**src/rtl/seq_muldiv_unit.sv**
```systemverilog
// Iterative signed/unsigned multiply and divide engine with a start/busy/done handshake.
// One iteration per cycle: done lands WIDTH+2 cycles after accept, or 2 cycles for divide-by-zero.
module seq_muldiv_unit #(
  parameter  int WIDTH = 16,
  localparam int CNT_W = $clog2(WIDTH + 1)
) (
  input  logic             clk,
  input  logic             rst,
  input  logic             start,
  input  logic [1:0]       op,
  input  logic [WIDTH-1:0] a,
  input  logic [WIDTH-1:0] b,
  output logic             busy,
  output logic             done,
  output logic             div_zero,
  output logic [WIDTH-1:0] result_hi,
  output logic [WIDTH-1:0] result_lo
);

  typedef enum logic [1:0] {
    S_IDLE = 2'd0,
    S_CALC = 2'd1,
    S_FIX  = 2'd2,
    S_DONE = 2'd3
  } state_t;

  localparam logic [1:0] OP_SMUL = 2'b00;
  localparam logic [1:0] OP_UMUL = 2'b01;
  localparam logic [1:0] OP_UDIV = 2'b10;
  localparam logic [1:0] OP_SDIV = 2'b11;

  state_t           state_q, state_d;
  logic [CNT_W-1:0] cnt_q, cnt_d;
  logic [1:0]       op_q, op_d;
  logic [WIDTH-1:0] m_q, m_d;          // multiplicand or divisor magnitude
  logic [WIDTH:0]   acc_q, acc_d;      // upper product half or partial remainder
  logic [WIDTH-1:0] q_q, q_d;          // multiplier or dividend/quotient
  logic             qm1_q, qm1_d;
  logic [WIDTH-1:0] a_raw_q, a_raw_d;
  logic             quo_neg_q, quo_neg_d;
  logic             rem_neg_q, rem_neg_d;
  logic [WIDTH-1:0] result_hi_q, result_hi_d;
  logic [WIDTH-1:0] result_lo_q, result_lo_d;
  logic             div_zero_q, div_zero_d;

  logic [WIDTH:0]   m_ext;
  logic [WIDTH:0]   booth_sum;
  logic [WIDTH:0]   umul_sum;
  logic [WIDTH:0]   div_shift;
  logic             div_fits;
  logic             fix_dz;
  logic [WIDTH-1:0] quo_fixed;
  logic [WIDTH-1:0] rem_fixed;

  always_comb begin
    m_ext     = {m_q[WIDTH-1], m_q};
    booth_sum = acc_q;
    case ({q_q[0], qm1_q})
      2'b01:   booth_sum = acc_q + m_ext;
      2'b10:   booth_sum = acc_q - m_ext;
      default: booth_sum = acc_q;
    endcase
    umul_sum  = acc_q + (q_q[0] ? {1'b0, m_q} : '0);
    // Remainder is always below the divisor, so one extra bit absorbs the shift.
    div_shift = {acc_q[WIDTH-1:0], q_q[WIDTH-1]};
    div_fits  = (div_shift >= {1'b0, m_q});
    fix_dz    = op_q[1] && (m_q == '0);
    quo_fixed = quo_neg_q ? -q_q : q_q;
    rem_fixed = rem_neg_q ? -acc_q[WIDTH-1:0] : acc_q[WIDTH-1:0];
  end

  always_comb begin
    state_d     = state_q;
    cnt_d       = cnt_q;
    op_d        = op_q;
    m_d         = m_q;
    acc_d       = acc_q;
    q_d         = q_q;
    qm1_d       = qm1_q;
    a_raw_d     = a_raw_q;
    quo_neg_d   = quo_neg_q;
    rem_neg_d   = rem_neg_q;
    result_hi_d = result_hi_q;
    result_lo_d = result_lo_q;
    div_zero_d  = div_zero_q;

    case (state_q)
      S_IDLE: begin
        if (start) begin
          op_d       = op;
          a_raw_d    = a;
          cnt_d      = CNT_W'(WIDTH);
          div_zero_d = 1'b0;
          acc_d      = '0;
          qm1_d      = 1'b0;
          quo_neg_d  = 1'b0;
          rem_neg_d  = 1'b0;
          case (op)
            OP_SMUL, OP_UMUL: begin
              m_d = a;
              q_d = b;
            end
            OP_UDIV: begin
              m_d = b;
              q_d = a;
            end
            default: begin
              m_d       = b[WIDTH-1] ? -b : b;
              q_d       = a[WIDTH-1] ? -a : a;
              quo_neg_d = a[WIDTH-1] ^ b[WIDTH-1];
              rem_neg_d = a[WIDTH-1];
            end
          endcase
          state_d = (op[1] && (b == '0)) ? S_FIX : S_CALC;
        end
      end

      S_CALC: begin
        case (op_q)
          OP_SMUL: begin
            acc_d = {booth_sum[WIDTH], booth_sum[WIDTH:1]};
            q_d   = {booth_sum[0], q_q[WIDTH-1:1]};
            qm1_d = q_q[0];
          end
          OP_UMUL: begin
            acc_d = {1'b0, umul_sum[WIDTH:1]};
            q_d   = {umul_sum[0], q_q[WIDTH-1:1]};
          end
          default: begin
            acc_d = div_fits ? (div_shift - {1'b0, m_q}) : div_shift;
            q_d   = {q_q[WIDTH-2:0], div_fits};
          end
        endcase
        cnt_d = cnt_q - CNT_W'(1);
        if (cnt_q == CNT_W'(1)) begin
          state_d = S_FIX;
        end
      end

      S_FIX: begin
        if (fix_dz) begin
          result_hi_d = a_raw_q;
          result_lo_d = '1;
          div_zero_d  = 1'b1;
        end else if (op_q == OP_SDIV) begin
          result_hi_d = rem_fixed;
          result_lo_d = quo_fixed;
        end else begin
          result_hi_d = acc_q[WIDTH-1:0];
          result_lo_d = q_q;
        end
        state_d = S_DONE;
      end

      default: begin
        state_d = S_IDLE;
      end
    endcase
  end

  always_ff @(posedge clk) begin
    if (rst) begin
      state_q     <= S_IDLE;
      cnt_q       <= '0;
      op_q        <= '0;
      m_q         <= '0;
      acc_q       <= '0;
      q_q         <= '0;
      qm1_q       <= 1'b0;
      a_raw_q     <= '0;
      quo_neg_q   <= 1'b0;
      rem_neg_q   <= 1'b0;
      result_hi_q <= '0;
      result_lo_q <= '0;
      div_zero_q  <= 1'b0;
    end else begin
      state_q     <= state_d;
      cnt_q       <= cnt_d;
      op_q        <= op_d;
      m_q         <= m_d;
      acc_q       <= acc_d;
      q_q         <= q_d;
      qm1_q       <= qm1_d;
      a_raw_q     <= a_raw_d;
      quo_neg_q   <= quo_neg_d;
      rem_neg_q   <= rem_neg_d;
      result_hi_q <= result_hi_d;
      result_lo_q <= result_lo_d;
      div_zero_q  <= div_zero_d;
    end
  end

  assign busy      = (state_q == S_CALC) || (state_q == S_FIX);
  assign done      = (state_q == S_DONE);
  assign div_zero  = div_zero_q;
  assign result_hi = result_hi_q;
  assign result_lo = result_lo_q;

endmodule

```
**config.mk**
```make
export PLATFORM = sky130hd
export DESIGN_NAME = seq_muldiv_unit
export DESIGN_NICKNAME = d
export VERILOG_FILES = /design/src/rtl/seq_muldiv_unit.sv
export SDC_FILE = /design/constraint.sdc
export NUM_CORES = 1
export LEC_CHECK = 0
export ABC_AREA = 1
export CORE_MARGIN = 10
export CORE_UTILIZATION = 50
export DETAILED_ROUTE_END_ITERATION = 10
export PLACE_DENSITY_LB_ADDON = 0.15
export SLEW_MARGIN = 20
export SYNTH_ARGS = -nofsm -noshare
export SYNTH_HDL_FRONTEND = slang
export SYNTH_SLANG_ARGS = --single-unit
```
**constraint.sdc**
```tcl
create_clock -name clk -period 3.9 [get_ports clk]
set_input_delay 0.78 -clock clk [delete_from_list [all_inputs] [get_ports clk]]
set_output_delay 0.78 -clock clk [all_outputs]
set_load 0.02 [all_outputs]
```
=== Yosys cells after proc, flatten, opt, wreduce, memory -nomap -nowiden ===
Index checks and enable logic that the tools add are counted.

* Div/mod/pow operators: 0
* Shift operators: 0
* Add/sub/neg operators: 9
* Multiply operators: 0
* Order comparisons: 1
* Equality and inequality tests: 14
* Multiplexer cells: 32
* Reductions and logical operators: 17
* Bitwise operators: 1

{| class="wikitable"
|+ Operators by type and width
! cell !! count
|-
| 16-bit 2-to-1 mux || 10
|-
| 16-bit case mux with 2 select lines || 4
|-
| 17-bit case mux with 2 select lines || 3
|-
| 16-bit negator || 4
|-
| 17-bit 2-to-1 mux || 2
|-
| 16-bit logical NOT || 2
|-
| 17-bit by 16-bit adder with 17-bit output || 1
|-
| 17-bit adder || 1
|-
| 17-bit by 16-bit greater-or-equal comparator with 1-bit output || 1
|-
| 17-bit by 16-bit subtractor with 17-bit output || 1
|-
| 17-bit subtractor || 1
|-
| 2-bit equality test, second input constant || 5
|-
| 5-bit case mux with 2 select lines || 1
|-
| 2-bit by 1-bit equality test with 1-bit output, second input constant || 4
|-
| 2-bit logical NOT || 3
|-
| 2-bit 2-to-1 mux || 3
|-
| 2-bit inequality test, second input constant || 3
|-
| 2-bit case mux with 3 select lines || 1
|-
| 2-bit AND reduction || 3
|-
| 3-bit AND reduction || 2
|-
| 5-bit by 1-bit equality test with 1-bit output, second input constant || 1
|-
| 1-bit 2-to-1 mux || 5
|-
| 5-bit 2-to-1 mux || 1
|-
| 5-bit by 1-bit subtractor with 5-bit output, second input constant || 1
|-
| other kinds (8) || 11
|}

* ROM bits: 0
* Output and inout port bits: 35
* Memory bits (writable): 0
* Bits in latches: 0
* Word-level logic and storage cells: 87
* Memories: 0
* Input bits: 37
* Bits in registers: 110

=== Depth between registers and ports, before layout ===
Gate-level depths: netlist of the first run.

* Depth after elaboration: 5
* Gate-level depth with buffers: 24
* Mapped depth without buffers: 24

=== Worst setup path after synthesis of the first run ===
Ideal clock, no wire load.

* Path kind: register to register
* Start point: register q_q[0]
* End point: register acc_q[15]
* Period minus slack after synthesis: 2703 ps
* Library setup time: 131 ps
* Required time: 3769 ps
* Arrival: 2572 ps
* Cell stages (with the launch flop): 24
* Path buffers: 0
* Slack: 1197 ps
* Cell sequence: dfxtp_1 -> ha_1 -> nor2_1 -> nor2_1 -> nand2_1 -> nor2_1 -> o21ai_0 -> nor2_1 -> xor2_1 -> ha_1 -> nand2_1 -> inv_1 -> nand2_1 -> nand2_1 -> a21oi_1 -> nand2_1 -> inv_1 -> nand2_1 -> nand3_1 -> nand2_1 -> nand3_1 -> nand3_1 -> nand2_1 -> a21oi_2

* Word-level cells in the longest chain between the ends: 4
* Elaborated cells between the ends (all ways): 7
* Those cells by class: 1 x add/sub; 2 x eq/ne; 4 x mux

{| class="wikitable"
|+ RTL lines
! element !! line !! RTL
|-
| start: declaration || 37 || <nowiki>logic [WIDTH-1:0] q_q, q_d;</nowiki>
|-
| start signal: assignment || 182 || <nowiki>q_q <= q_d;</nowiki>
|-
| 16-bit 2-to-1 mux, or another cell as far along || 63 || <nowiki>umul_sum = acc_q + (q_q[0] ? {1'b0, m_q} : '0);</nowiki>
|-
| 17-bit by 16-bit adder with 17-bit output or 17-bit case mux with 2 select lines (tied branches) || 63, 58 ||
|-
| 17-bit case mux with 2 select lines * || 119 || <nowiki>case (op_q)</nowiki>
|-
| 17-bit case mux with 2 select lines * || 87 || <nowiki>case (state_q)</nowiki>
|-
| end signal: assignment || 167 || <nowiki>acc_q <= '0;</nowiki>
|-
| end signal: assignment || 181 || <nowiki>acc_q <= acc_d;</nowiki>
|-
| end: declaration || 36 || <nowiki>logic [WIDTH:0] acc_q, acc_d;</nowiki>
|}

Mark *: on every way between the ends. The rest lies on a longest branch, timed or not.
A chain may end at the register's enable or synchronous reset.

=== Final worst setup path of the first run ===
* Start point: register qm1_q
* End point: register acc_q[16]

* Word-level cells in the longest chain between the ends: 4
* Elaborated cells between the ends (all ways): 5
* Those cells by class: 2 x eq/ne; 3 x mux

{| class="wikitable"
|+ RTL lines
! element !! line !! RTL
|-
| start: declaration || 38 || <nowiki>logic qm1_q, qm1_d;</nowiki>
|-
| start signal: assignment || 183 || <nowiki>qm1_q <= qm1_d;</nowiki>
|-
| 2-bit equality test or 2-bit by 1-bit equality test with 1-bit output (tied branches) || 58 || <nowiki>case ({q_q[0], qm1_q})</nowiki>
|-
| 17-bit case mux with 2 select lines * || 58 ||
|-
| 17-bit case mux with 2 select lines * || 119 ||
|-
| 17-bit case mux with 2 select lines * || 87 ||
|}

Marked as above.

==> results.json, run 1 <==
{
  "status": "finished clean",
  "reg2reg_from": "qm1_q",
  "worst_pin_slew_ns": 0.879,
  "clkLatencyLatePin_ns": 0.37,
  "required_ns": 4.20,
  "cp_slowest_cell": "ha_1",
  "num_vias": 11400,
  "clock-root-buffer": "clkbuf_16",
  "dp.cells": 1897,
  "numCtsBuffers": 9,
  "die_h_um": 160,
  "cts_tree": "yes",
  "worst_r2r_path_depth": 23,
  "rrSetupSlack_ns": 0.55,
  "diodes": 0,
  "dieArea_um2": 25700,
  "finalSetupViolCount": 0,
  "cp_max_fo": 9,
  "grt_overflow": 0,
  "slowest_delay_ns": 0.38,
  "slew_headroom": 0.413,
  "coreArea_um2": 19400,
  "clk_pin_slew_ns": 0.09,
  "drtAntennaViolNets": 0,
  "worstHoldPathType": "reg2reg",
  "endpoint_kind": "flip-flop",
  "irDropWorstVdd_uv": 354,
  "drive_gt1_frac": 0.0504,
  "ios": 72,
  "fillCellCount": 2018,
  "stdcell_count": 1913,
  "max_freq_mhz": 298,
  "finalHoldViolCount": 0,
  "yosys_warnings": 0,
  "drc": 0,
  "setup_tns_ns": 0,
  "gp_congestion": 1.01,
  "port_buffers": 71,
  "synthesis.area_um2": 9830,
  "die_w_um": 160,
  "antenna_found_initial": 0,
  "rows": 51,
  "synth_ff_type": "dfxtp_1",
  "layout_commonest_cell": "nand2_1",
  "clock_sinks": 110,
  "r2r-end": "acc_q[16]",
  "htreeDepth": 3,
  "power_density_nw_per_um2": 749,
  "path_cells": "inv_1, ha_1, buf_4, inv_1, o21ai_0, nand2_1, nor2_1, o21ai_0, xor2_1, inv_1, ha_1, nand2_1, nor3_1, nand2_1, nand2_1, inv_1, nand2_1, nand3_1, nand2_1, nand3_1, nand2_1, nand3_1, a21oi_1",
  "fin_skew_ns": 0.0168,
  "synth_enable_flop_cells": 0,
  "syn_nets": 1700,
  "grt_pass1_vias": 10700,
  "synth-seq-area-share": 0.224,
  "cp_common_cell": "nand2_1",
  "grt_max_degree": 50,
  "final_nets": 1744,
  "grt_pass1_wl_mm": 58.7,
  "syn_avg_cell_area_um2": 6.15,
  "post_cts_buffers": 0,
  "vias_per_cell": 5.94,
  "drtIter0Drc": 1355,
  "ctsResizeCount": 0,
  "startpoint_type": "flip-flop",
  "drv_slew": 0,
  "syn-instance-count": 1599,
  "rsz0062_at_grt": "no",
  "wl_per_cell_um": 19.5,
  "finalCritPeriodShare": 0.859,
  "ys_ff_latch": 110,
  "hold_path_startpoint": "result_hi[4]",
  "power_leakage_uw": 0.00502,
  "synthToLayoutAreaGrowth_pct": 13.1,
  "routed_wl_mm": 37.2,
  "async_flop_share": 0,
  "worst_ep_arrival_time_ns": 3.65,
  "synth.distinct_cells": 49,
  "hold_buffers": 0,
  "path_class": "reg2reg",
  "maxCapViolCount": 0,
  "min_to": "result_hi[4]",
  "start_util": 0.507,
  "fin_crit_ns": 3.35,
  "firstDrtPassIters": 6,
  "hold_depth": 2,
  "clockBufferDepth": 2,
  "hpwl_mm": 29.3,
  "grtUsageTotal": 0.282,
  "final_cell_mix": "nand2_1 (355), inv_1 (195), a21oi_1 (165)"
}
[sequential cells by signal, indices dropped and copies added, names as in the netlist, 2 cells and up]
name / flops
a_raw_q: 16
acc_q: 17
m_q: 16
q_q: 16
result_hi: 16
cnt_q: 5
op_q: 2
state_q: 2
result_lo: 16
[layout make-up]
type                    count  area [um^2]  share of cell area
multi-input cells        1222         6590               0.593
flip-flops and latches    110         2200               0.198
repair buffers            100          923              0.0830
inverters                 200          752              0.0676
well taps                 265          332              0.0298
clock buffers               9          225              0.0203
clock inverters             7         91.3             0.00821
[how the worst max path moves through the flow]
stage,cells after the start,start,end,slack [ns]
after floorplan,23,q_q[0],acc_q[15],1.20
after global routing,23,qm1_q,acc_q[16],0.18
after global placement,22,qm1_q,acc_q[15],0.71
after CTS,23,qm1_q,acc_q[16],0.61
final,23,qm1_q,acc_q[16],0.55
after detailed placement,23,qm1_q,acc_q[16],0.65
[critical path, delay by kind of cell (launching register included)]
kind | cells | cell delay [ns]
and+or+nand+nor | 12 | 1.29
adders and majority gates | 2 | 0.65
buffers and inverters | 5 | 0.47
AOI/OAI and AO/OA | 3 | 0.41
DFF | 1 | 0.32
xor gates and xnor gates | 1 | 0.16
[cell families after synthesis]
group,share of synthesized area
compound gates,0.253
xor+xnor,0.0347
fa+ha+maj,0.0837
buf+inv,0.106
flops,0.224
simple gates,0.298
[where the power goes]
part	switching [uW]	internal, uW
sequential	366	1440
clock	515	471
combinational	3750	1800
[stage by stage]
step | total power, uW | setup slack (ns) | area (um^2) | hold WS, ns | utilization
final | 8330 | 0.550 | 11100 | 0.467 | 0.573
after CTS | 8200 | 0.608 | 11100 | 0.459 | 0.573
after global placement | 7210 | 0.712 | 10800 | 0.446 | 0.557
after global routing | 8980 | 0.179 | 11100 | 0.485 | 0.573
after detailed placement | 7200 | 0.653 | 10800 | 0.446 | 0.557
after floorplan | 5570 | 1.20 | 9830 | 0.424 | -
[synthesized netlist by cell type (4+ instances only)]
cell | number | share of area
nand3_1 | 135 | 0.069
or2_2 | 8 | 0.0051
nand4_1 | 12 | 0.0076
nor2_2 | 4 | 0.0025
nor3_1 | 11 | 0.0056
clkbuf_1 | 55 | 0.021
nand2_1 | 355 | 0.14
a31oi_1 | 31 | 0.020
o21bai_1 | 9 | 0.0069
buf_1 | 4 | 0.0015
o221ai_1 | 12 | 0.011
buf_2 | 4 | 0.0020
inv_1 | 195 | 0.074
a21oi_1 | 165 | 0.084
nor2_1 | 129 | 0.049
dfxtp_1 | 110 | 0.22
xnor2_1 | 8 | 0.0071
nand2_2 | 4 | 0.0025
a221oi_1 | 25 | 0.022
xor2_1 | 31 | 0.028
nand3b_1 | 11 | 0.0084
o22ai_1 | 7 | 0.0045
o211ai_1 | 19 | 0.015
ha_1 | 61 | 0.078
o21ai_0 | 151 | 0.077
nor3_2 | 6 | 0.0061
[routing by layer]
metal | up-vias | wire length [um] | track usage
li1 | 5514 | - | -
met2 | 601 | 17000 | 0.462
met1 | 5130 | 15000 | 0.342
met3 | 120 | 2830 | 0.0398
met4 | 0 | 2370 | 0.172
met5 | - | 0 | 0
Note: power is estimated with default switching activity, not from simulation.
==> run 2, diff against run 1 <==
CORE_MARGIN = not set   (was 10)
HOLD_SLACK_MARGIN = 0.15   (was not set)
==> run 2 against run 1 <==
  * Combinational power decreased by 0.9%
  * First-iteration DRC count fell by 26%
  * Sequential share of layout area barely moved
  * Via count is 0.41% higher
  * Highest routed layer unchanged
  * Core utilization rose by 1.0 points
  * Worst setup slack better by 0.0012 ns
  * Register-to-register slack barely moved
==> results.json, run 2 (synthesized netlist as in run 1, its figures left out) <==
{
  "firstDrtPassIters": 6,
  "rsz0062_at_grt": "no",
  "max_freq_mhz": 299,
  "drc": 0,
  "endpoint_kind": "flip-flop",
  "clk_pin_slew_ns": 0.08,
  "reg2reg_from": "qm1_q",
  "p_seq_frac": 0.220,
  "power_frac_comb": 0.663,
  "setup_tns_ns": 0,
  "antenna_found_initial": 0,
  "postLayoutSetupSlackWorst_ns": 0.551,
  "final_nets": 1743,
  "internal-power_uw": 3680,
  "clock_sinks": 110,
  "drtIter0Drc": 1007,
  "htreeDepth": 3,
  "clockBufferDepth": 2,
  "fin_crit_ns": 3.35,
  "die_h_um": 142,
  "rows": 50,
  "final_cell_mix": "nand2_1 (355), inv_1 (195), a21oi_1 (165)",
  "path_class": "reg2reg",
  "hpwl_mm": 28.4,
  "worst_r2r_path_depth": 23,
  "switchingPower_uw": 4590,
  "port_buffers": 71,
  "slowest_delay_ns": 0.37,
  "r2r-end": "acc_q[16]",
  "post_cts_buffers": 0,
  "p_sw_frac": 0.555,
  "routed_wl_mm": 36.4,
  "worst_pin_slew_ns": 0.853,
  "drv_slew": 0,
  "grt_max_degree": 50,
  "clkLatencyLatePin_ns": 0.37,
  "numCtsBuffers": 9,
  "worstHoldPathType": "reg2reg",
  "fin_skew_ns": 0.0133,
  "grtUsageTotal": 0.364,
  "regArea_um2": 2200,
  "finalSetupViolCount": 0,
  "finalHoldViolCount": 0,
  "fillCellCount": 1999,
  "required_ns": 4.20,
  "clock-root-buffer": "clkbuf_16",
  "hold_buffers": 0,
  "largest_reg_flops": 17,
  "multi_input_area_um2": 6590,
  "dieArea_um2": 20200,
  "coreArea_um2": 19000,
  "status": "finished clean",
  "irDropWorstVdd_uv": 396,
  "synthToLayoutAreaGrowth_pct": 12.8,
  "die_w_um": 142,
  "layout_commonest_cell": "nand2_1",
  "slew_headroom": 0.431,
  "power_leakage_uw": 0.00501,
  "grt_pass1_wl_mm": 56.9,
  "hold_depth": 2,
  "pre_cts_ws_ns": 0.597,
  "power_density_nw_per_um2": 746,
  "start_util": 0.517,
  "drtAntennaViolNets": 0,
  "diodes": 0,
  "grt_overflow": 0,
  "min_to": "result_hi[0]",
  "worst_ep_arrival_time_ns": 3.65,
  "hold_path_startpoint": "result_hi[0]",
  "cp_common_cell": "nand2_1",
  "total_power_uw": 8270,
  "cp_slowest_cell": "ha_1",
  "ios": 72,
  "wl_per_cell_um": 19.1,
  "vias_per_cell": 5.98,
  "pwr-share-clk": 0.117,
  "rrSetupSlack_ns": 0.55,
  "grt_pass1_vias": 10500,
  "finalCritPeriodShare": 0.859,
  "startpoint_type": "flip-flop",
  "gp_congestion": 0.998,
  "maxCapViolCount": 0,
  "ctsResizeCount": 0,
  "cp_max_fo": 12,
  "num_vias": 11400,
  "path_cells": "inv_1, ha_1, buf_4, a21oi_1, nor2_1, nand2_1, nor2_1, o21ai_0, xor2_1, inv_1, ha_1, nand2_1, nor3_1, nand2_1, nand2_1, inv_1, nand2_1, nand3_1, nand2_1, nand3_1, nand2_1, nand3_1, a21oi_1",
  "drive_gt1_frac": 0.0498,
  "top_register": "acc_q",
  "cts_tree": "yes"
}
## run 2: cell count changes in the layout (fill, tap and decap cells not counted)
cell / previous run / this run
buf_4: 29 / 28
inv_8: 3 / 2
clkinv_4: 0 / 1
inv_12: 1 / 0
clkinv_2: 1 / 2
## run 2: metrics by stage
stage                     std cells  hold slack [ns]  instance area, um^2   util
after global placement         1891            0.455                10800  0.567
after detailed placement       1891            0.457                10800  0.567
after global routing           1907            0.495                11100  0.583
final                          1907            0.470                11100  0.583
after floorplan                1599            0.424                 9830      -
after CTS                      1907            0.470                11100  0.583
## run 2: power groups by stage
stage                     Sequential, uW  Combinational, uW  Clock [uW]
final                               1820               5490         967
after detailed placement            1830               5350           0
after CTS                           1800               5380         959
after floorplan                     1780               3790           0
after global routing                1850               6060        1010
after global placement              1820               5320           0
## run 2: worst max-delay path, delay by kind of cell (launching register included)
kind / cells / cell delay [ns]
AND/OR/NAND/NOR: 13 / 1.47
adder cells (fa/ha/maj): 2 / 0.56
AO/OA/AOI/OAI: 3 / 0.39
buffers and inverters: 4 / 0.37
flip-flops: 1 / 0.32
XOR/XNOR: 1 / 0.17
## run 2: worst max path at each step
| stage | startpoint | to | slack, ns | cells after the start |
|---|---|---|---|---|
| 2_1_floorplan | q_q[0] | acc_q[15] | 1.20 | 23 |
| 3_3_place_gp | qm1_q | acc_q[15] | 0.67 | 25 |
| 3_5_place_dp | qm1_q | acc_q[16] | 0.60 | 23 |
| 4_1_cts | qm1_q | acc_q[16] | 0.57 | 23 |
| 5_1_grt | qm1_q | acc_q[15] | 0.16 | 25 |
| 6_report | qm1_q | acc_q[16] | 0.55 | 23 |
## run 2: layout make-up
type,instances,share of cell area
clock inverters,7,0.00699
clock buffers,9,0.0203
well taps,260,0.0293
flip-flops and latches,110,0.199
multi-input cells,1222,0.594
repair buffers,99,0.0826
inverters,200,0.0678
## run 2: per-layer routing
layer	track usage	vias up	routed length (um)
met1	0.444	5201	14600
met5	0	-	0
met2	0.607	568	16600
met4	0.219	0	2290
met3	0.0528	135	2870
li1	-	5508	-
==> run 3, diff against run 2 <==
MAX_ROUTING_LAYER = met4   (was not set)
SLEW_MARGIN = not set   (was 20)
==> run 3 against run 2 <==
  * Core utilization is 0.13 points higher
  * Critical path type unchanged
  * Routed wire length up 2.0%
  * Sequential power about the same
==> results.json, run 3 (synthesized netlist as in run 1, its figures left out) <==
{
  "finalHoldViolCount": 0,
  "startpoint_type": "flip-flop",
  "path_cells": "inv_1, ha_1, buf_4, inv_1, o21ai_0, nand2_1, nor2_1, o21ai_0, xor2_1, ha_1, nand2_1, nor4_1, nand2_1, nand3b_1, nand3_1, a21oi_1, nand3_1, a21oi_1",
  "post_cts_buffers": 0,
  "clkLatencyLatePin_ns": 0.38,
  "htreeDepth": 3,
  "grt_overflow": 0,
  "drv_slew": 0,
  "stdcell_count": 1909,
  "cp_common_cell": "nand2_1",
  "antenna_found_initial": 0,
  "finalSetupViolCount": 0,
  "worstHoldPathType": "reg2reg",
  "cp_slowest_cell": "ha_1",
  "clock-root-buffer": "clkbuf_16",
  "port_buffers": 71,
  "path_class": "reg2reg",
  "status": "finished clean",
  "vias_per_cell": 5.98,
  "required_ns": 4.21,
  "fin_crit_ns": 3.35,
  "fin_skew_ns": 0.0190,
  "p_sw_frac": 0.556,
  "irDropWorstVdd_uv": 477,
  "grtUsageTotal": 0.382,
  "die_h_um": 142,
  "wl_per_cell_um": 19.4,
  "final_nets": 1745,
  "rsz0062_at_grt": "no",
  "internal-power_uw": 3690,
  "num_vias": 11400,
  "total_power_uw": 8300,
  "cts_tree": "yes",
  "hold_buffers": 0,
  "worst_ep_arrival_time_ns": 3.66,
  "p_seq_frac": 0.220,
  "cp_max_fo": 9,
  "dieArea_um2": 20200,
  "top_register": "acc_q",
  "rrSetupSlack_ns": 0.55,
  "drtIter0Drc": 1172,
  "power_frac_comb": 0.662,
  "grt_pass1_wl_mm": 57.5,
  "power_density_nw_per_um2": 747,
  "coreArea_um2": 19000,
  "postLayoutSetupSlackWorst_ns": 0.549,
  "drtAntennaViolNets": 0,
  "drive_gt1_frac": 0.0509,
  "worst_pin_slew_ns": 0.852,
  "firstDrtPassIters": 6,
  "pre_cts_ws_ns": 0.614,
  "gp_congestion": 1.03,
  "max_freq_mhz": 298,
  "ios": 72,
  "fin_util": 0.584,
  "slowest_delay_ns": 0.39,
  "grt_pass1_vias": 10400,
  "die_w_um": 142,
  "diodes": 0,
  "endpoint_kind": "flip-flop",
  "grt_max_degree": 50,
  "pwr-share-clk": 0.118,
  "numCtsBuffers": 9,
  "final_cell_mix": "nand2_1 (355), inv_1 (195), a21oi_1 (165)",
  "maxCapViolCount": 0,
  "routed_wl_mm": 37.1,
  "largest_reg_flops": 17,
  "power_leakage_uw": 0.00502,
  "synthToLayoutAreaGrowth_pct": 13.1,
  "setup_tns_ns": 0,
  "layout_commonest_cell": "nand2_1",
  "start_util": 0.517,
  "clock_sinks": 110,
  "hpwl_mm": 29.0,
  "switchingPower_uw": 4610,
  "finalCritPeriodShare": 0.859,
  "rows": 50,
  "drc": 0,
  "ctsResizeCount": 0,
  "clk_pin_slew_ns": 0.09,
  "clockBufferDepth": 2,
  "dp.cells": 1893,
  "slew_headroom": 0.431
}
==> run 3: changes by cell type in the layout (fill, tap and decap cells not counted), sizes merged <==
cell,before,now
buf,29,31
==> run 3: power by group through the flow <==
| stage | Clock (uW) | Sequential [uW] | Combinational, uW |
|---|---|---|---|
| after floorplan | 0 | 1780 | 3790 |
| after global placement | 0 | 1830 | 5380 |
| after detailed placement | 0 | 1830 | 5390 |
| after CTS | 984 | 1800 | 5420 |
| after global routing | 1020 | 1840 | 6090 |
| final | 983 | 1820 | 5490 |
==> run 3: worst max-delay path: cells and delay by family (launching register included) <==
kind | cells | cell delay, ns
AO/OA/AOI/OAI | 4 | 0.56
XOR/XNOR | 1 | 0.17
adder cells (fa/ha/maj) | 2 | 0.67
buffers and inverters | 3 | 0.38
flip-flops | 1 | 0.32
AND/OR/NAND/NOR | 8 | 1.17
==> run 3: cell type report <==
cell class | instances | area [um^2]
timing repair buffer | 101 | 931
clock inverter | 7 | 86.3
fill | 1968 | 7900
sequential | 110 | 2200
clock buffer | 9 | 225
inverter | 200 | 752
tap | 260 | 325
multi-input combinational | 1222 | 6590
==> run 3: layer usage <==
metal	track usage	wire, um	vias to the layer above
li1	-	-	5508
met4	0.216	2070	0
met3	0.0444	2560	126
met1	0.457	15300	5253
met2	0.622	17200	531
met5	-	0	-
==> run 3: path summary, 6_finish.rpt <==
kind | depth (start not counted) | end | from
worst max-delay path | 18 | acc_q[12] | qm1_q
worst min-delay path | 2 | result_hi[2] | result_hi[2]
worst max register to register | 18 | acc_q[12] | qm1_q
worst min register to register | 2 | result_hi[2] | result_hi[2]
==> run 3: per-stage QoR <==
stage,hold WS [ns],instance area [um^2]
after global placement,0.455,10800
after global routing,0.480,11100
final,0.466,11100
after CTS,0.471,11100
after floorplan,0.424,9830
after detailed placement,0.459,10800
==> patch 1, RTL diff (flow settings as in run 1) <==
`m_q`, `q_q`, `result_hi_q` and `result_lo_q` no longer have a reset.
--- a/src/rtl/seq_muldiv_unit.sv
+++ b/src/rtl/seq_muldiv_unit.sv
@@ -164,13 +164,9 @@
       cnt_q       <= '0;
       op_q        <= '0;
-      m_q         <= '0;
       acc_q       <= '0;
-      q_q         <= '0;
       qm1_q       <= 1'b0;
       a_raw_q     <= '0;
       quo_neg_q   <= 1'b0;
       rem_neg_q   <= 1'b0;
-      result_hi_q <= '0;
-      result_lo_q <= '0;
       div_zero_q  <= 1'b0;
     end else begin
@@ -178,15 +174,18 @@
       cnt_q       <= cnt_d;
       op_q        <= op_d;
-      m_q         <= m_d;
       acc_q       <= acc_d;
-      q_q         <= q_d;
       qm1_q       <= qm1_d;
       a_raw_q     <= a_raw_d;
       quo_neg_q   <= quo_neg_d;
       rem_neg_q   <= rem_neg_d;
-      result_hi_q <= result_hi_d;
-      result_lo_q <= result_lo_d;
       div_zero_q  <= div_zero_d;
     end
+  end
+
+  always_ff @(posedge clk) begin
+    m_q         <= m_d;
+    q_q         <= q_d;
+    result_hi_q <= result_hi_d;
+    result_lo_q <= result_lo_d;
   end
 
Function: differs if rst is asserted again (counterexample within 4 cycles, from zero or initial values and one cycle with rst high); with rst held inactive, the same outputs for 10 cycles.
==> patch 1 against run 1 <==
  * Area after synthesis grew 0.23%
  * Power is 7.6% lower
  * First-iteration DRC count decreased by 16%
  * Setup slack got worse by 0.10 ns
  * Sequential share of layout area rose by 5.7 points
  * Cell area grew 0.36%
  * Sequential cell count unchanged
  * Routed wire length is 9.4% lower
  * Global-route usage is 2.8 points lower
  * Via count decreased by 9.4%
  * Critical path type unchanged
  * Highest routed layer unchanged
==> patch 1: results (changes against run 1) <==
highest metal used met4 (unchanged); hold crit path type reg2reg (unchanged); logic gate share of total power 60.6% (was 66.5%); CP max stage cell edfxtp_1 (was ha_1); Worst Hold Launch cnt_q[0] (was result_hi[4]); Layout Skew 0.0133 ns (was 0.0168 ns); Compound-Gate Fraction of Synth Area 19.8% (was 25.3%); top cells by count, synth 327 x nand2_1, 197 x inv_1, 130 x nor2_1, 130 x o21ai_0, 123 x a21oi_1 (was 355 x nand2_1, 195 x inv_1, 165 x a21oi_1); status completed (unchanged); relative slew slack 50.4% (was 41.3%); overall power 7.70 mW (was 8.33 mW); die area 25700 um^2 (about the same); Worst-path clk slew 0.09 ns (about the same); DR iter-0 viols 1141 (was 1355); largest net degree at the start of global routing 54 (was 50); data arrival time of the worst path 3.76 ns (was 3.65 ns); met1 GRT Util 37.2% (was 34.2%); top cells by area, synth edfxtp_1 20%, nand2_1 12%, dfxtp_1 9.3% (was dfxtp_1 22%, nand2_1 14%, a21oi_1 8.4%); fin nets 1608 (was 1744); dpl cell area 10800 um^2 (about the same); WL met3 4.01 mm (was 2.83 mm); global-route wire length before repair 52.0 mm (was 58.7 mm); GRT Util Overall 25.3% (was 28.2%); Clock Tree Buf Depth 2 (unchanged); sequential share of the synthesized area 28.9% (was 22.4%); P_clk 0.962 mW (was 0.985 mW); Mapped Avg Cell Area 6.78 um^2 (was 6.15 um^2); share of flip-flops with an asynchronous set or reset 0% (unchanged); M3 GR Usage 6.77% (was 3.98%); fillcell total 1934 (was 2018); EDFF count, synth 64 (was 0); layout cells sized above 1 5.36% (was 5.04%); Synth Area in XOR/XNOR 4.27% (was 3.47%); Max VDD drop 0.347 mV (was 0.354 mV); CP Max Fanout 4 (was 9); Routability Congestion 0.989 (was 1.01); Pint 3.72 mW (was 3.70 mW); Hold Path End cnt_q[0] (was result_hi[4]); met2 Use GR 35.6% (was 46.2%); R2R Setup Slk 0.45 ns (was 0.55 ns); LEAKAGE 5.07 nW (was 5.02 nW); metal2 WL 13.6 mm (was 17.0 mm); final WL 33.7 mm (was 37.2 mm); vias in the first global route 9264 (was 10732); met1 wire length 15.5 mm (was 15.0 mm); Final HPWL DP 27.1 mm (was 29.3 mm); Adder-Cell Fraction of Synth Area 8.36% (was 8.37%); Worst Setup EP acc_q[15] (was acc_q[16]); WS Path Type reg2reg (unchanged); placed insts 1761 (was 1897); antenna violations before repair 1 (was 0); Max Freq 0.290 GHz (was 0.298 GHz); drt pass-1 iters 5 (was 6); max incr delay on CP 0.51 ns (was 0.38 ns); hold-critical path depth 1 (was 2); top_reg_cell synth edfxtp_1 (was dfxtp_1); Hold Worst Slack 0.498 ns (was 0.467 ns); reg2reg start m_q[4] (was qm1_q)
==> patch 1: cell count changes after synthesis, sizes merged, moves of 8 or more <==
cell | before | now
nand2 | 360 | 338
o221ai | 12 | 22
dfxtp | 110 | 46
a21oi | 168 | 126
nand3 | 137 | 122
o21ai | 153 | 134
clkbuf | 55 | 40
xor2 | 31 | 39
a31oi | 31 | 9
a221oi | 25 | 2
edfxtp | 0 | 64
==> patch 1: worst register-to-register path: cells and delay by family (launching register included) <==
kind            cells  cell delay (ns)
simple gates       13             1.37
fa+ha+maj           1             0.32
compound gates      5             0.69
buf+inv             2             0.22
xor+xnor            1             0.28
flops               1             0.51
==> patch 1: final cells by class <==
type | instances | area [um^2] | share of cell area (%)
well taps | 265 | 332 | 2.97
repair buffers | 90 | 853 | 7.65
clock inverters | 7 | 83.8 | 0.751
clock buffers | 9 | 225 | 2.02
diodes | 1 | 2.50 | 0.0224
flip-flops and latches | 110 | 2840 | 25.5
inverters | 201 | 754 | 6.76
multi-input cells | 1095 | 6070 | 54.4
==> patch 2, RTL diff (config.mk and constraints of run 1) <==
Without the edit above. The parameter `WIDTH` goes from 16 to 8.
--- a/src/rtl/seq_muldiv_unit.sv
+++ b/src/rtl/seq_muldiv_unit.sv
@@ -2,5 +2,5 @@
 // One iteration per cycle: done lands WIDTH+2 cycles after accept, or 2 cycles for divide-by-zero.
 module seq_muldiv_unit #(
-  parameter  int WIDTH = 16,
+  parameter  int WIDTH = 8,
   localparam int CNT_W = $clog2(WIDTH + 1)
 ) (
Interface: changed (resized a, b, result_hi and result_lo); port bits go from 72 to 40. The function was not compared with the original's and may differ.
==> patch 2 against run 1 <==
  * First-iteration DRC count decreased by 69%
  * Via count is 52% lower
  * Synthesized cell count down 51%
  * Setup slack improved by 0.41 ns
  * Area after synthesis shrank 48%
  * Routed wire length down 56%
  * Sequential cell count is 49 lower
  * Global-route usage down 5.8 points
  * Cell area is 48% lower
  * Sequential share of layout area up 1.3 points
  * Power is 47% lower
  * Highest routed layer unchanged
==> patch 2: results (changes against run 1) <==
status completed (unchanged); top cells by count, synth 164 x nand2_1, 109 x inv_1, 69 x a21oi_1 (was 355 x nand2_1, 195 x inv_1, 165 x a21oi_1); Clock Tree Buf Depth 2 (unchanged); layout cells sized above 1 6.93% (was 5.04%); sequential share of the synthesized area 23.8% (was 22.4%); clock root cell clkbuf_8 (was clkbuf_16); EDFF count, synth 0 (unchanged); n_diodes 0 (unchanged); largest net degree at the start of global routing 38 (was 50); met1 wire length 6.91 mm (was 15.0 mm); CTS Buf Count 9 (unchanged); global-route wire length before repair 26.6 mm (was 58.7 mm); Max VDD drop 0.504 mV (was 0.354 mV); dpl cell area 5590 um^2 (was 10800 um^2); drt pass-1 iters 5 (was 6); CP max stage cell dfxtp_1 (was ha_1); Setup Fix Bufs, Post-CTS 0 (unchanged); antenna violations before repair 0 (unchanged); Worst-path clk slew 0.07 ns (was 0.09 ns); worst slack at placement 1.03 ns (was 0.653 ns); max FFs per register 9 (was 17); fin nets 879 (was 1744); Synthesized Nets 850 (was 1700); Slew Viols, Final 0 (unchanged); GRT Util Overall 22.4% (was 28.2%); max incr delay on CP 0.60 ns (was 0.38 ns); Syn. warnings 0 (unchanged); Sw Pwr 2.33 mW (was 4.63 mW); LEAKAGE 2.62 nW (was 5.02 nW); count of cell types in the netlist 46 (was 49); worst-skew pair later-pin latency 0.35 ns (was 0.37 ns); via count 5409 (was 11365); vias in the first global route 5256 (was 10732); CP Max Fanout 12 (was 9); port bufs 39 (was 71); final WL 16.3 mm (was 37.2 mm); share of flip-flops with an asynchronous set or reset 0% (unchanged); hold crit path type reg2reg (unchanged); DR iter-0 viols 424 (was 1355); Layout Skew 0.0129 ns (was 0.0168 ns); WL met3 770 um (was 2.83 mm); top_reg_cell synth dfxtp_1 (unchanged); Post-CTS Resized 0 (unchanged); CP top delay family adder cells (was simple AND/OR/NAND/NOR gates); relative slew slack 30.6% (was 41.3%); top cells by area, synth dfxtp_1 24%, nand2_1 12%, ha_1 9.0% (was dfxtp_1 22%, nand2_1 14%, a21oi_1 8.4%); Final HPWL DP 12.7 mm (was 29.3 mm); Biggest register acc_q (unchanged); post-route ant nets 0 (unchanged); H-tree depth 3 (unchanged); metal2 WL 7.96 mm (was 17.0 mm); highest metal used met4 (unchanged); Routability Congestion 0.948 (was 1.01); crit path time final 2.94 ns (was 3.35 ns); data arrival time of the worst path 3.22 ns (was 3.65 ns)
==> patch 2: cell count changes in the layout (fill, tap and decap cells not counted), sizes merged, moves of 12 or more <==
cell	change
a21oi	-92
a221oi	-16
a31oi	-20
buf	-27
clkdlybuf4s50	-31
dfxtp	-49
ha	-24
inv	-84
nand2	-187
nand3	-75
nor2	-83
o211ai	-12
o21ai	-79
==> patch 2: final timing paths <==
check,from,endpoint,depth (start not counted)
worst min register to register,a_raw_q[7],a_raw_q[7],2
worst max register to register,q_q[0],acc_q[7],18
worst min-delay path,a_raw_q[7],a_raw_q[7],2
worst max-delay path,q_q[0],acc_q[7],18
==> patch 2: layout make-up <==
type,instances,area [um^2]
Inverter,122,458
Tap cell,133,166
Clock inverter,6,70.1
Fill cell,1005,4070
Multi-Input combinational cell,582,3330
Timing Repair Buffer,42,413
Clock buffer,10,138
Sequential cell,61,1220
==> patch 2: through the flow <==
stage               cells  hold WS [ns]  total power [mW]  utilization [%]
floorplan             789         0.425              3.10                -
global route          956         0.478              4.80             58.7
finish                956         0.456              4.41             58.7
CTS                   956         0.458              4.39             58.7
detailed placement    940         0.448              3.78             56.6
global placement      940         0.444              3.75             56.6
==> patch 2: power groups by stage <==
stage	sequential [mW]	clock, mW	combinational [mW]
after CTS	1.02	0.596	2.77
after global placement	1.03	0	2.72
after global routing	1.05	0.626	3.13
after detailed placement	1.03	0	2.75
after floorplan	0.979	0	2.13
final	1.03	0.592	2.79
==> patch 2: worst min-delay path, cell delays in order (launching register included) <==
cell and delay, ns:
dfxtp_1 0.30, inv_1 0.06, a21oi_1 0.05
==> patch 2: kinds of logic (layout without fill, tap and decap cells) <==
family	Yosys count	in the layout	synth area share (%)
xor+xnor	25	25	4.27
compound gates	202	202	23.3
flops	61	61	23.8
simple gates	315	315	27.1
buf+inv	146	180	11.3
fa+ha+maj	40	40	10.2
==> patch 2: routing by layer <==
metal | GRT usage (%) | up-vias
li1 | - | 2701
met1 | 25.9 | 2532
met2 | 38.7 | 140
met3 | 4.65 | 36
met4 | 9.91 | 0
met5 | 0 | -
